[src/rtl/if_stage_pkg.sv]
//------------------------------------------------------------------------------
// if_stage_pkg
//   Shared widths, NOP encoding and state encoding for the fetch stage.
//   Revision: 1.0
//------------------------------------------------------------------------------
`default_nettype none

package if_stage_pkg;

  localparam int WORD_ADDR_BUS       = 30;
  localparam int DATA_WIDTH_INSN     = 32;
  localparam int DATA_WIDTH_IF_STATE = 2;

  localparam logic [31:0] INSN_NOP = 32'h0000_0013;

  typedef enum logic [DATA_WIDTH_IF_STATE-1:0] {
    IF_STATE_FETCH = 2'd0,
    IF_STATE_HOLD  = 2'd1,
    IF_STATE_DRAIN = 2'd2
  } if_state_e;

endpackage

`default_nettype wire

[src/rtl/if_stage_if.sv]
//------------------------------------------------------------------------------
// if_stage_if
//   Instruction-memory request/ack bus. Optional imem_err under IF_BUS_ERR_EN.
//   Revision: 1.0
//------------------------------------------------------------------------------
`default_nettype none

interface if_stage_if #(
  parameter int ADDR_W = 30,
  parameter int INSN_W = 32
);

  logic              imem_req;
  logic [ADDR_W-1:0] imem_addr;
  logic              imem_ack;
  logic [INSN_W-1:0] imem_rdata;
`ifdef IF_BUS_ERR_EN
  logic              imem_err;
`endif

  modport master (
    output imem_req,
    output imem_addr,
`ifdef IF_BUS_ERR_EN
    input  imem_err,
`endif
    input  imem_ack,
    input  imem_rdata
  );

  modport slave (
    input  imem_req,
    input  imem_addr,
`ifdef IF_BUS_ERR_EN
    output imem_err,
`endif
    output imem_ack,
    output imem_rdata
  );

endinterface

`default_nettype wire

[src/rtl/if_hold_buf.sv]
//------------------------------------------------------------------------------
// if_hold_buf
//   Single-entry {pc, insn[, err]} buffer for a response captured under stall.
//   Optional err field under IF_BUS_ERR_EN.  Revision: 1.0
//------------------------------------------------------------------------------
`default_nettype none

module if_hold_buf
  import if_stage_pkg::*;
#(
  parameter int ADDR_W = WORD_ADDR_BUS,
  parameter int INSN_W = DATA_WIDTH_INSN
) (
  input  wire logic              clk,
  input  wire logic              reset,
  input  wire logic              load,
  input  wire logic              clear,
  input  wire logic [ADDR_W-1:0] pc_in,
  input  wire logic [INSN_W-1:0] insn_in,
`ifdef IF_BUS_ERR_EN
  input  wire logic              err_in,
  output logic                   err,
`endif
  output logic                   valid,
  output logic [ADDR_W-1:0]      pc,
  output logic [INSN_W-1:0]      insn
);

  logic              valid_q, valid_d;
  logic [ADDR_W-1:0] pc_q, pc_d;
  logic [INSN_W-1:0] insn_q, insn_d;
`ifdef IF_BUS_ERR_EN
  logic              err_q, err_d;
`endif

  // Clear wins so a redirect can never leave a stale entry behind.
  always_comb begin
    valid_d = valid_q;
    pc_d    = pc_q;
    insn_d  = insn_q;
`ifdef IF_BUS_ERR_EN
    err_d   = err_q;
`endif
    if (clear) begin
      valid_d = 1'b0;
    end else if (load) begin
      valid_d = 1'b1;
      pc_d    = pc_in;
      insn_d  = insn_in;
`ifdef IF_BUS_ERR_EN
      err_d   = err_in;
`endif
    end
  end

  always_ff @(posedge clk) begin
    if (reset) begin
      valid_q <= 1'b0;
      pc_q    <= '0;
      insn_q  <= INSN_W'(INSN_NOP);
`ifdef IF_BUS_ERR_EN
      err_q   <= 1'b0;
`endif
    end else begin
      valid_q <= valid_d;
      pc_q    <= pc_d;
      insn_q  <= insn_d;
`ifdef IF_BUS_ERR_EN
      err_q   <= err_d;
`endif
    end
  end

  assign valid = valid_q;
  assign pc    = pc_q;
  assign insn  = insn_q;
`ifdef IF_BUS_ERR_EN
  assign err   = err_q;
`endif

endmodule

`default_nettype wire

[src/rtl/if_stage.sv]
//------------------------------------------------------------------------------
// if_stage
//   RV32I instruction-fetch stage: one outstanding imem request, stall hold
//   buffer, branch/flush redirect with drain. Optional IF_BUS_ERR_EN.  Rev 1.0
//------------------------------------------------------------------------------
`default_nettype none

module if_stage
  import if_stage_pkg::*;
#(
  parameter int                ADDR_W   = WORD_ADDR_BUS,
  parameter int                INSN_W   = DATA_WIDTH_INSN,
  parameter logic [ADDR_W-1:0] RESET_PC = '0
) (
  input  wire logic              clk,
  input  wire logic              reset,
  input  wire logic              stall,
  input  wire logic              flush,
  input  wire logic [ADDR_W-1:0] flush_addr,
  input  wire logic              br_taken,
  input  wire logic [ADDR_W-1:0] br_addr,
  if_stage_if.master             imem,
`ifdef IF_BUS_ERR_EN
  output logic                   if_bus_err,
`endif
  output logic [ADDR_W-1:0]      if_pc,
  output logic [INSN_W-1:0]      if_insn,
  output logic                   if_en
);

  localparam logic [INSN_W-1:0] NOP = INSN_W'(INSN_NOP);

  if_state_e         state_q, state_d;
  logic [ADDR_W-1:0] pc_q, pc_d;
  logic [ADDR_W-1:0] drain_addr_q, drain_addr_d;
  logic [ADDR_W-1:0] if_pc_q, if_pc_d;
  logic [INSN_W-1:0] if_insn_q, if_insn_d;
  logic              if_en_q, if_en_d;
`ifdef IF_BUS_ERR_EN
  logic              if_err_q, if_err_d;
  logic              hold_err;
`endif

  logic              req, done, kill, resp_err;
  logic [ADDR_W-1:0] kill_addr;
  logic [INSN_W-1:0] resp_insn;
  logic              hold_load, hold_clr, hold_valid;
  logic [ADDR_W-1:0] hold_pc;
  logic [INSN_W-1:0] hold_insn;

  assign req       = (state_q == IF_STATE_FETCH || state_q == IF_STATE_DRAIN) && !reset;
  assign done      = req && imem.imem_ack;
  assign kill      = flush || (br_taken && !stall);
  assign kill_addr = flush ? flush_addr : br_addr;
`ifdef IF_BUS_ERR_EN
  assign resp_err  = imem.imem_err;
`else
  assign resp_err  = 1'b0;
`endif
  // A faulted fetch becomes a NOP so nothing architectural executes from it.
  assign resp_insn = resp_err ? NOP : imem.imem_rdata;

  assign imem.imem_req  = req;
  assign imem.imem_addr = (state_q == IF_STATE_DRAIN) ? drain_addr_q : pc_q;

  if_hold_buf #(
    .ADDR_W (ADDR_W),
    .INSN_W (INSN_W)
  ) u_hold (
    .clk     (clk),
    .reset   (reset),
    .load    (hold_load),
    .clear   (hold_clr),
    .pc_in   (pc_q),
    .insn_in (resp_insn),
`ifdef IF_BUS_ERR_EN
    .err_in  (resp_err),
    .err     (hold_err),
`endif
    .valid   (hold_valid),
    .pc      (hold_pc),
    .insn    (hold_insn)
  );

  always_comb begin
    state_d      = state_q;
    pc_d         = pc_q;
    drain_addr_d = drain_addr_q;
    if_pc_d      = if_pc_q;
    if_insn_d    = if_insn_q;
    if_en_d      = if_en_q;
`ifdef IF_BUS_ERR_EN
    if_err_d     = if_err_q;
`endif
    hold_load    = 1'b0;
    hold_clr     = 1'b0;

    if (kill) begin
      pc_d     = kill_addr;
      if_en_d  = 1'b0;
      hold_clr = 1'b1;
      if (flush) begin
        if_insn_d = NOP;
`ifdef IF_BUS_ERR_EN
        if_err_d  = 1'b0;
`endif
      end
      // An unanswered request must still be retired; remember its address.
      state_d = (req && !imem.imem_ack) ? IF_STATE_DRAIN : IF_STATE_FETCH;
      if (state_q == IF_STATE_FETCH) begin
        drain_addr_d = pc_q;
      end
    end else begin
      unique case (state_q)
        IF_STATE_FETCH: begin
          if (done) begin
            pc_d = pc_q + ADDR_W'(1);
            if (stall) begin
              hold_load = 1'b1;
              state_d   = IF_STATE_HOLD;
            end else begin
              if_pc_d   = pc_q;
              if_insn_d = resp_insn;
              if_en_d   = 1'b1;
`ifdef IF_BUS_ERR_EN
              if_err_d  = resp_err;
`endif
            end
          end else if (!stall) begin
            if_en_d = 1'b0;
          end
        end
        IF_STATE_HOLD: begin
          if (!stall) begin
            if_pc_d   = hold_pc;
            if_insn_d = hold_insn;
            if_en_d   = hold_valid;
`ifdef IF_BUS_ERR_EN
            if_err_d  = hold_err;
`endif
            hold_clr  = 1'b1;
            state_d   = IF_STATE_FETCH;
          end
        end
        IF_STATE_DRAIN: begin
          if (done) begin
            state_d = IF_STATE_FETCH;
          end
        end
        default: state_d = IF_STATE_FETCH;
      endcase
    end
  end

  always_ff @(posedge clk) begin
    if (reset) begin
      state_q      <= IF_STATE_FETCH;
      pc_q         <= RESET_PC;
      drain_addr_q <= RESET_PC;
      if_pc_q      <= '0;
      if_insn_q    <= NOP;
      if_en_q      <= 1'b0;
`ifdef IF_BUS_ERR_EN
      if_err_q     <= 1'b0;
`endif
    end else begin
      state_q      <= state_d;
      pc_q         <= pc_d;
      drain_addr_q <= drain_addr_d;
      if_pc_q      <= if_pc_d;
      if_insn_q    <= if_insn_d;
      if_en_q      <= if_en_d;
`ifdef IF_BUS_ERR_EN
      if_err_q     <= if_err_d;
`endif
    end
  end

  assign if_pc   = if_pc_q;
  assign if_insn = if_insn_q;
  assign if_en   = if_en_q;
`ifdef IF_BUS_ERR_EN
  assign if_bus_err = if_err_q;
`endif

endmodule

`default_nettype wire

[src/flat_wrapper.sv]
// flat-port wrapper written by rule: the top's interface ports become plain ports
module if_stage_flat import if_stage_pkg::*;
#(
  parameter int                ADDR_W   = WORD_ADDR_BUS,
  parameter int                INSN_W   = DATA_WIDTH_INSN,
  parameter logic [ADDR_W-1:0] RESET_PC = '0
)
  (clk, reset, stall, flush, flush_addr, br_taken, br_addr, if_pc, if_insn, if_en, imem_imem_req, imem_imem_addr, imem_imem_ack, imem_imem_rdata);
  if_stage_if #(.ADDR_W(ADDR_W), .INSN_W(INSN_W)) imem_i ();
  input  wire logic clk;
  input  wire logic reset;
  input  wire logic stall;
  input  wire logic flush;
  input  wire logic [ADDR_W-1:0] flush_addr;
  input  wire logic br_taken;
  input  wire logic [ADDR_W-1:0] br_addr;
  output logic [ADDR_W-1:0] if_pc;
  output logic [INSN_W-1:0] if_insn;
  output logic if_en;
  output wire logic [$bits(imem_i.imem_req)-1:0] imem_imem_req;
  output wire logic [$bits(imem_i.imem_addr)-1:0] imem_imem_addr;
  input wire logic [$bits(imem_i.imem_ack)-1:0] imem_imem_ack;
  input wire logic [$bits(imem_i.imem_rdata)-1:0] imem_imem_rdata;
  assign imem_imem_req = imem_i.imem_req;
  assign imem_imem_addr = imem_i.imem_addr;
  assign imem_i.imem_ack = imem_imem_ack;
  assign imem_i.imem_rdata = imem_imem_rdata;
  if_stage #(.ADDR_W(ADDR_W), .INSN_W(INSN_W), .RESET_PC(RESET_PC)) u_core (.clk(clk), .reset(reset), .stall(stall), .flush(flush), .flush_addr(flush_addr), .br_taken(br_taken), .br_addr(br_addr), .imem(imem_i), .if_pc(if_pc), .if_insn(if_insn), .if_en(if_en));
endmodule
[config.mk]
export PLATFORM = sky130hd
export DESIGN_NAME = if_stage_flat
export DESIGN_NICKNAME = d
export VERILOG_FILES = /design/src/rtl/if_stage_pkg.sv /design/src/rtl/if_stage_if.sv /design/src/rtl/if_hold_buf.sv /design/src/rtl/if_stage.sv /design/src/flat_wrapper.sv
export SDC_FILE = /design/constraint.sdc
export NUM_CORES = 1
export LEC_CHECK = 0
export BUFFER_PORTS_ARGS = -buffer_cell sky130_fd_sc_hd__buf_2
export CORE_MARGIN = 1
export CORE_UTILIZATION = 49
export CTS_CLUSTER_DIAMETER = 50
export DETAILED_ROUTE_END_ITERATION = 10
export PLACE_DENSITY = 0.76
export RECOVER_POWER = 25
export REMOVE_ABC_BUFFERS = 1
export SLEW_MARGIN = 20
export SYNTH_ARGS = -nofsm -noshare
export SYNTH_HDL_FRONTEND = slang
export SYNTH_SLANG_ARGS = --single-unit
[constraint.sdc]
create_clock -name clk -period 2 [get_ports clk]
set_input_delay 0.4 -clock clk [delete_from_list [all_inputs] [get_ports clk]]
set_output_delay 0.4 -clock clk [all_outputs]
set_load 0.05 [all_outputs]
==> qor.yml <==
logic_synthesis:
  syn_area_um2: 8752
  syn_avg_cell_area_um2: 7.971
  synthTopCellsByArea: "dfxtp_1 43%, nand2_1 11%, a21oi_1 8.6%, mux2i_1 7.9%, mux2_2 3.6%"
  yosysUniqueCellTypes: 54
  yosysTopAreaCell: "dfxtp_1"
  synthCells: 1098
  yosys.cell_count.top_type: "nand2_1"
  synth_seq_cells: 188
  synthArstFlopShare_pct: 0
  synth_edf_count: 0
  ys_warn_count: 0
  yosysTopAreaCellShare_pct: 43.00
  ys_seq_area_share_pct: 43.00
  synth_commonest_cells: "249 x nand2_1, 188 x dfxtp_1, 150 x a21oi_1"
  synth_top_flop_cell: "dfxtp_1"
drt:
  dr.pass1.iters: 5
  first_iter_violations: 799
  drt-total-wl_mm: 27.25
  vias: 8784
  remaining_drc_errors: 0
  via_per_inst: 5.726
  routedWlPerCell_um: 17.77
  drtAntennaViolNets: 0
hold_path:
  min_path_type: "input pin to flop"
  hold_depth: 3
critical_path:
  critPathMaxFanout: 5
  slowest_stage: "mux2_2"
  crit_top_cell: "buf_6"
  crit_chain: "buf_6 -> nor2b_4 -> buf_4 -> buf_8 -> mux2_2 -> buf_6"
  worstSetupPathType: "flop to output port"
  required_ns: 1.60
  start_kind: "flop"
  cp.arrival_ns: 1.83
  cp-end-kind: "output port"
  r2r_cells: 7
  critPathMaxStageDelay_ns: 0.35
sta:
  finalCriticalPeriod_ns: 2.232
  fin_skew_ns: 0.008433
  hold_violations: 0
  rsz0062_at_grt: "true"
  hold-worst-slack_ns: 0.1923
  tightestPinTransition_ns: 1.103
  setup_viol: 31
  timing.fmax_mhz: 448.1
  min_period_over_period_pct: 111.6
  worst_slack_ns: -0.2317
  slew_violations: 0
  relSlewSlack_pct: 26.47
global_routing:
  track_usage_pct: 28.26
  grt_pass1_wl_mm: 40.36
  antenna_found_initial: 4
  grt_overflow: 0
  grt_pass1_vias: 7975
  grt_max_degree: 130
cts:
  hold_buffers: 0
  path_clk_slew_ns: 0.07
  clock_sinks: 188
  numCtsBuffers: 17
  root_buffer: "clkbuf_16"
  clock_latency_ns: 0.44
  cts_tree: "done"
  h-tree-depth: 4
  clockBufferDepth: 2
final_layout:
  fin_cells: 1534
  drive_above_1_share_pct: 25.50
  area_growth_pct: 33.54
  fillers: 1391
  multiInputGateArea_um2: 4830
  layout.area.seq_um2: 3767
  layout.nets: 1393
power:
  power_uw: 9308
  seqPwrFrac_pct: 42.9
  powerDensity_nw_per_um2: 796.4
  vdd_drop_max_v: 0.0006457
  comb_power_share_pct: 18.4
  sw_frac_of_total_pct: 28.27
  p_leak_uw: 0.004853
  power_switching_uw: 2632
  intPower_uw: 6676
  p_clk_share_pct: 38.6
placement:
  dp.cells: 1482
  gp_congestion: 0.8787
  hpwl_mm: 16.90
  port_buffers: 191
die:
  start_util_pct: 50.43
  die_area_um2: 18400
  pin_count: 192
  core_um2: 17360
  rows: 48
  die_x_um: 135.6
  die_y_um: 135.6
status:
  violations: "negative setup slack"
  outcome: "finished with violations"
flow_run:
  maxCapViolations: 0
worst max-delay path, delay by kind of cell, from the launching register on:
kind,cells,cell delay [ns]
simple gates,1,0.18
buf+inv,4,0.53
flops,1,0.34
mux,1,0.35
registers in the layout (all words and copies together), names as in the netlist:
register and flops:
u_core.if_en 1, u_core.pc_q 30, u_core.u_hold.insn 32, u_core.u_hold.pc 30, u_core.if_insn 32, u_core.u_hold.valid 1, u_core.state_q 2, u_core.drain_addr_q 30
u_core.if_pc 30
final timing paths:
kind,startpoint,end,slack [ns]
setup / recovery,u_core.state_q[1],imem_imem_addr[13],-0.23
hold / removal,imem_imem_rdata[4],u_core.u_hold.insn[4],0.19
hold reg to reg,u_core.if_insn[26],u_core.if_insn[26],0.45
setup reg to reg,u_core.state_q[0],u_core.pc_q[16],0.01
power by group through the flow:
stage	sequential [uW]	combinational [uW]	clock, uW
floorplan	4230	688	0
global placement	4060	1450	0
detailed placement	4070	1470	0
CTS	3990	1600	3600
global route	4010	1810	3760
finish	4000	1720	3590
cell type report:
cell class,instances,area share [%]
diodes,3,0.06423
clock buffers,20,3.822
multi-input cells,796,41.32
inverters,6,0.1927
flip-flops and latches,188,32.23
clock inverters,11,1.435
repair buffers,285,18.52
well taps,225,2.409
per-stage QoR:
stage	setup slack, ns	utilization, %	setup TNS [ns]	area [um2]
4_1_cts	-0.2184	65.45	-5.828	11360
3_5_place_dp	-0.1972	59.56	-10.14	10340
5_1_grt	-0.2756	67.34	-7.724	11690
3_3_place_gp	-0.1636	59.56	-8.578	10340
6_report	-0.2317	67.34	-6.025	11690
2_1_floorplan	-2.038	-	-212.10	8293
cells by family after synthesis:
family	synth area share [%]
AND/OR/NAND/NOR	22.17
AO/OA/AOI/OAI	16.28
flip-flops	43.00
buffers and inverters	5.504
multiplexers	11.49
XOR/XNOR	1.401
adder cells (fa/ha/maj)	0.1429
layer usage:
layer  global-route usage, %  vias to the layer above  part of all wire [%]
li1                        -                     4177                     -
met1                   36.17                     4175                    42
met2                   44.76                      364                    49
met3                   5.686                       66                   6.5
met4                   14.79                        2                   3.3
met5                       0                        -                 0.037
layout by cell type (no fill, tap or decap), types with 4 or more instances in the layout:
cell type and count:
nand2b_1 7, buf_2 104, nand2_1 247, clkbuf_1 58, o21ai_0 10, bufinv_16 4
buf_12 15, nor2b_1 4, nor4_1 4, or3_1 31, clkbuf_16 19, o31ai_1 6
xor2_1 8, buf_4 68, mux2_4 24, a21oi_1 144, nand3_1 13, mux2i_1 69
o22ai_1 8, a21oi_2 6, a31oi_1 4, nand4_1 14, inv_1 6, buf_6 14
mux2_2 4, buf_8 24, nor2_1 70, xnor2_1 6, and3_1 8, a211oi_1 33
dfxtp_1 185, o21ai_2 5, nor3_1 11, o31a_1 4
what timing repair did:
item | in CTS | in global routing
setup endpoints to repair | 66 | 71
resized for setup | 93 | 74
setup buffers | 5 | 9
pin swaps | 1 | 11
cloned | 3 | 2
Power figures use the tool's default switching activity.
